### config.mk
export PLATFORM = sky130hd
export DESIGN_NAME = prbs_check_mc
export DESIGN_NICKNAME = d
export VERILOG_FILES = /design/src/rtl/prbs_check_mc.sv
export SDC_FILE = /design/constraint.sdc
export NUM_CORES = 1
export LEC_CHECK = 0
export ABC_CLOCK_PERIOD_IN_PS = 6700
export BUFFER_PORTS_ARGS = -buffer_cell sky130_fd_sc_hd__buf_2
export CELL_PAD_IN_SITES_DETAIL_PLACEMENT = 0
export CELL_PAD_IN_SITES_GLOBAL_PLACEMENT = 1
export CORE_UTILIZATION = 25
export DETAILED_ROUTE_END_ITERATION = 12
export GPL_TIMING_DRIVEN = 0
export PLACE_DENSITY = 0.54
export SLEW_MARGIN = 10
export SYNTH_ARGS = -nofsm -noshare
export SYNTH_HDL_FRONTEND = slang
export SYNTH_SLANG_ARGS = --single-unit
### constraint.sdc
create_clock -name CLK -period 6.7 [get_ports CLK]
set_clock_uncertainty 0.15 [all_clocks]
set_input_delay 1.34 -clock CLK [delete_from_list [all_inputs] [get_ports CLK]]
set_output_delay 1.34 -clock CLK [all_outputs]
set_load 0.02 [all_outputs]
### src/rtl/prbs_check_mc.sv
// prbs_check_mc: multi-lane PRBS-31 (x^31+x^28+1) link checker with per-lane lock FSM and saturating error counters
//   CLK        clock
//   RSTX       synchronous active-low reset
//   INIT       restart all lanes (IDLE, counters cleared)
//   CLR        clear all error counters, lock state kept
//   DIN        NCH*BW lane words, lane i at DIN[i*BW +: BW], bit BW-1 earliest
//   DIPUSH     per-lane word valid
//   ALIGNED    per-lane word alignment achieved
//   LOCKED     per-lane lock indication
//   ERR_CNT    NCH*CW saturating error counters, lane i at ERR_CNT[i*CW +: CW]
//   ERR_PULSE  per-lane one-cycle error pulse
// Optional macro BIT_ERR_CNT_EN: count bit errors (pipelined popcount) instead of word errors.
module prbs_check_mc #(
  parameter int BW       = 64,
  parameter int NCH      = 2,
  parameter int CW       = 8,
  parameter int LOCK_N   = 4,
  parameter int UNLOCK_N = 4
) (
  input  logic                CLK,
  input  logic                RSTX,
  input  logic                INIT,
  input  logic                CLR,
  input  logic [NCH*BW-1:0]   DIN,
  input  logic [NCH-1:0]      DIPUSH,
  input  logic [NCH-1:0]      ALIGNED,
  output logic [NCH-1:0]      LOCKED,
  output logic [NCH*CW-1:0]   ERR_CNT,
  output logic [NCH-1:0]      ERR_PULSE
);
  typedef enum logic [1:0] {IDLE, SEARCH, LOCK} state_t;
  // Unrolls the recurrence: bits above BW hold the 31-bit state, each lower bit
  // is generated from the bits 31 and 28 positions earlier.
  function automatic logic [BW-1:0] predict(input logic [30:0] st);
    logic [BW+30:0] e;
    e = '0;
    e[BW+30:BW] = st;
    for (int j = BW-1; j >= 0; j--) e[j] = e[j+31] ^ e[j+28];
    return e[BW-1:0];
  endfunction
  for (genvar i = 0; i < NCH; i++) begin : g_lane
    state_t         st_q, st_d;
    logic [30:0]    prbs_q, prbs_d;
    logic           seed_q, seed_d;
    logic [7:0]     good_q, good_d, bad_q, bad_d;
    logic [CW-1:0]  cnt_q, cnt_d;
    logic           locked_q, pulse_q;
    logic [BW-1:0]  din, pred;
    logic           match, err;
    assign din   = DIN[i*BW +: BW];
    assign pred  = predict(prbs_q);
    assign match = din == pred;
    always_ff @(posedge CLK) begin
      if (!RSTX) begin
        st_q     <= IDLE;
        prbs_q   <= '0;
        seed_q   <= 1'b1;
        good_q   <= '0;
        bad_q    <= '0;
        cnt_q    <= '0;
        locked_q <= 1'b0;
        pulse_q  <= 1'b0;
      end else begin
        st_q     <= st_d;
        prbs_q   <= prbs_d;
        seed_q   <= seed_d;
        good_q   <= good_d;
        bad_q    <= bad_d;
        cnt_q    <= cnt_d;
        locked_q <= st_d == LOCK;
        pulse_q  <= err;
      end
    end
    always_comb begin
      st_d = st_q;
      if (INIT || !ALIGNED[i]) st_d = IDLE;
      else if (st_q == IDLE) st_d = SEARCH;
      else if (DIPUSH[i] && st_q == SEARCH && !seed_q && match && good_q == 8'(LOCK_N-1)) st_d = LOCK;
      else if (DIPUSH[i] && st_q == LOCK && !match && bad_q == 8'(UNLOCK_N-1)) st_d = SEARCH;
    end
    // In SEARCH the state follows the received data; in LOCK it free-runs so a
    // single corrupted word does not poison the following predictions.
    always_comb begin
      prbs_d = prbs_q;
      seed_d = seed_q;
      good_d = good_q;
      bad_d  = bad_q;
      err    = 1'b0;
      if (st_d == IDLE) begin
        {seed_d, good_d, bad_d} = {1'b1, 16'd0};
      end else if (DIPUSH[i] && st_q == SEARCH) begin
        prbs_d = din[30:0];
        seed_d = 1'b0;
        good_d = (seed_q || !match) ? 8'd0 : good_q + 8'd1;
        bad_d  = st_d == LOCK ? 8'd0 : bad_q;
      end else if (DIPUSH[i] && st_q == LOCK) begin
        prbs_d = pred[30:0];
        err    = !match;
        bad_d  = match ? 8'd0 : bad_q + 8'd1;
        if (st_d == SEARCH) {seed_d, good_d, bad_d} = {1'b1, 16'd0};
      end
    end
`ifdef BIT_ERR_CNT_EN
    localparam int PW = $clog2(BW+1);
    localparam int SW = CW + PW + 1;
    logic [PW-1:0] pc, pc_q;
    logic          pcv_q;
    logic [SW-1:0] sum;
    always_comb begin
      pc = '0;
      for (int b = 0; b < BW; b++) pc = pc + PW'(din[b] ^ pred[b]);
    end
    // An error seen together with CLR is dropped before it reaches the counter.
    always_ff @(posedge CLK) begin
      if (!RSTX) begin
        pc_q  <= '0;
        pcv_q <= 1'b0;
      end else begin
        pc_q  <= pc;
        pcv_q <= err && !CLR;
      end
    end
    assign sum   = SW'(cnt_q) + SW'(pc_q);
    assign cnt_d = (INIT || CLR) ? '0 : !pcv_q ? cnt_q : (sum > SW'({CW{1'b1}})) ? '1 : sum[CW-1:0];
`else
    assign cnt_d = (INIT || CLR) ? '0 : (err && cnt_q != '1) ? cnt_q + CW'(1) : cnt_q;
`endif
    assign LOCKED[i]           = locked_q;
    assign ERR_PULSE[i]        = pulse_q;
    assign ERR_CNT[i*CW +: CW] = cnt_q;
  end
endmodule

==> results.sh <==
export IMPL_diodes=0
export IMPL_min_period_over_period=0.554
export IMPL_die_x_um=195
export IMPL_p_leak_nw=4.86
export IMPL_post_cts_buffers=0
export IMPL_synthFlopType="dfxtp_1"
export IMPL_vias_per_cell=4.77
export IMPL_hold_class="register to register"
export IMPL_grt_pass1_vias=8179
export IMPL_crit_fanout=10
export IMPL_dieArea_mm2=0.0380
export IMPL_place_ws_ps=2530
export IMPL_cp_required_ps=6860
export IMPL_fp_dieH_um=195
export IMPL_num_rows=70
export IMPL_slew_headroom=0.319
export IMPL_drive_gt1_frac=0.208
export IMPL_multiInputGateArea_mm2=0.00635
export IMPL_path_clk_slew_ps=60
export IMPL_yosys_register_bits=120
export IMPL_outcome="completed"
export IMPL_ir_drop_mv=0.170
export IMPL_yosysSeqAreaShare=0.258
export IMPL_htreeDepth=4
export IMPL_grt_max_degree=17
export IMPL_fillers=3914
export IMPL_cts_tree="yes"
export IMPL_antenna_left=0
export IMPL_setup_slack_ps=2990
export IMPL_layout_nets=1409
export IMPL_drtPass1Iterations=4
export IMPL_postCtsHoldBufs=0
export IMPL_worst_pin_slew_ps=1010
export IMPL_cts_max_path_buffers=2
export IMPL_start_kind="primary input"
export IMPL_netlist_instances=1093
export IMPL_syn_nets=1235
export IMPL_cts_sinks=120
export IMPL_pwr_density_cell_mw_per_mm2=165
export IMPL_gp_congestion=0.829
export IMPL_grt_usage=0.170
export IMPL_ff_latch_area_mm2=0.00240
export IMPL_grt_first_pass_wirelength_um=48900
export IMPL_cap_violations=0
export IMPL_placed_area_mm2=0.0107
export IMPL_rsz0062_at_grt="false"
export IMPL_drtIter0Drc=461
export IMPL_cts_resized=0
export IMPL_clock_latency_ps=420
export IMPL_ios=156
export IMPL_routed_wl_um=31800
export IMPL_tns_ps=0
export IMPL_hpwlAfterDp_um=24900
export IMPL_finish_instance_area_mm2=0.0113
export IMPL_hold_viol_final=0
export IMPL_initial_core_util=0.254
export IMPL_finalPower_mw=1.86
export IMPL_critPathKind="primary input to register"
export IMPL_fp_coreArea_mm2=0.0366
export IMPL_crit_arrival_ps=3880
export IMPL_max_clock_freq_mhz=269
export IMPL_root_buffer="clkbuf_16"
export IMPL_syn_area_mm2=0.00930
export IMPL_synth_cell_types=61
export IMPL_antenna_found_initial=4
export IMPL_overflow=0
export IMPL_drc=0
export IMPL_synth_edf_count=0
export IMPL_port_buffers=155
export IMPL_slew_viol_final=0
export IMPL_synthArstFlopShare=0
export IMPL_post_drt_wl_per_cell_um=18.2
export IMPL_syn_avg_cell_area_um2=8.50
export IMPL_synth_warnings=0
export IMPL_vias=8343
export IMPL_endpoint_kind="register"
export IMPL_setup_violations_final=0
export IMPL_layout_min_cycle_time_ps=3710
export IMPL_cts_buffers=17
export IMPL_syn_to_final_growth_pct=21.3
export IMPL_fin_hold_ws_ps=326
## state kept, by name, indices dropped and copies added, names as in the netlist
signal           flops
g_lane.prbs_q       62
g_lane.bad_q        16
g_lane.cnt_q        16
g_lane.good_q       16
g_lane.st_q          4
g_lane.locked_q      2
g_lane.pulse_q       2
g_lane.seed_q        2
## kinds of logic (layout without fill, tap and decap cells)
logic type	Yosys count	after routing	synth area share
and+or+nand+nor	413	413	0.225
AOI/OAI and AO/OA	223	223	0.172
xor gates and xnor gates	213	213	0.272
DFF	120	120	0.258
buffers and inverters	113	300	0.0594
adders and majority gates	6	6	0.00808
muxes	5	5	0.00552
## cell type report
class,instances,area share
clock buffer,20,0.0414
clock inverter,12,0.0132
inverter,12,0.00399
timing repair buffer,155,0.0688
buffer,101,0.0449
sequential,120,0.213
multi-input combinational,860,0.563
tap,468,0.0519
## report_power, final
part	internal [mW]	total, mW	switching, mW	leakage (nW)
Clock	0.612	0.975	0.363	0.294
Combinational	0.0751	0.169	0.0937	3.60
Sequential	0.715	0.717	0.00111	0.967
Total	1.40	1.86	0.457	4.86
## layout by cell type, fill, tap and decap left out, types with 9 or more instances in the layout
master and count:
dfxtp_1 120, or3_1 13, o211ai_1 67, or4_1 9
nor2_1 30, o21ai_0 22, xor2_1 82, inv_1 12
clkbuf_1 46, xnor3_1 46, nand4_1 20, a21oi_1 20
o211a_1 13, o22ai_1 15, xnor2_1 83, nand3_1 42
buf_4 10, buf_2 194, nand2_1 164, clkbuf_16 17
nor4_1 16, nor3_1 37, and3_1 37, a21boi_0 50
## layer usage
| metal | wire length, µm | track usage | vias to the layer above |
|---|---|---|---|
| li1 | - | - | 4219 |
| met4 | 402 | 0.0400 | 8 |
| met2 | 14500 | 0.276 | 216 |
| met3 | 1710 | 0.0347 | 31 |
| met1 | 15100 | 0.229 | 3869 |
| met5 | 49 | 0 | - |
## critical path: stages
cell	delay, ps
buf_2	120
nor2b_1	220
clkbuf_1	380
a21boi_1	880
clkbuf_1	510
o211ai_1	230
o211a_1	180
## cell usage after synthesis (all sizes together) (10+ instances only)
| cell | n | area (µm²) |
|---|---|---|
| xnor3 | 46 | 1040 |
| nor4 | 19 | 138 |
| nand3 | 42 | 210 |
| o211a | 13 | 130 |
| nand4 | 21 | 138 |
| nor3 | 37 | 185 |
| or4 | 10 | 78.8 |
| a21boi | 51 | 383 |
| nor2 | 30 | 113 |
| o21ai | 31 | 174 |
| xnor2 | 85 | 771 |
| or3 | 13 | 81.3 |
| a21oi | 20 | 100 |
| nand2 | 164 | 616 |
| dfxtp | 120 | 2400 |
| buf | 55 | 334 |
| o22ai | 15 | 93.8 |
| inv | 12 | 45.0 |
| xor2 | 82 | 718 |
| clkbuf | 46 | 173 |
| o211ai | 67 | 503 |
| and3 | 37 | 231 |
## stage by stage
stage          instances   util
2_1_floorplan       1093      -
3_3_place_gp        1716  0.291
3_5_place_dp        1716  0.291
4_1_cts             1748  0.308
5_1_grt             1748  0.308
6_report            1748  0.308
## final timing paths
path                               startpoint                          endpoint  slack (ps)  cells after the start
max                                      INIT  g_lane[0].prbs_q[5]$_SDFFE_PN0P_        2990                      7
min           g_lane[1].bad_q[1]$_SDFFE_PP0P_   g_lane[1].bad_q[1]$_SDFFE_PP0P_         330                      2
max reg2reg  g_lane[0].prbs_q[0]$_SDFFE_PN0P_     g_lane[0].locked_q$_SDFF_PN0_        3250                      8
min reg2reg   g_lane[1].bad_q[1]$_SDFFE_PP0P_   g_lane[1].bad_q[1]$_SDFFE_PP0P_         330                      2
(Power assumes the default switching activity.)
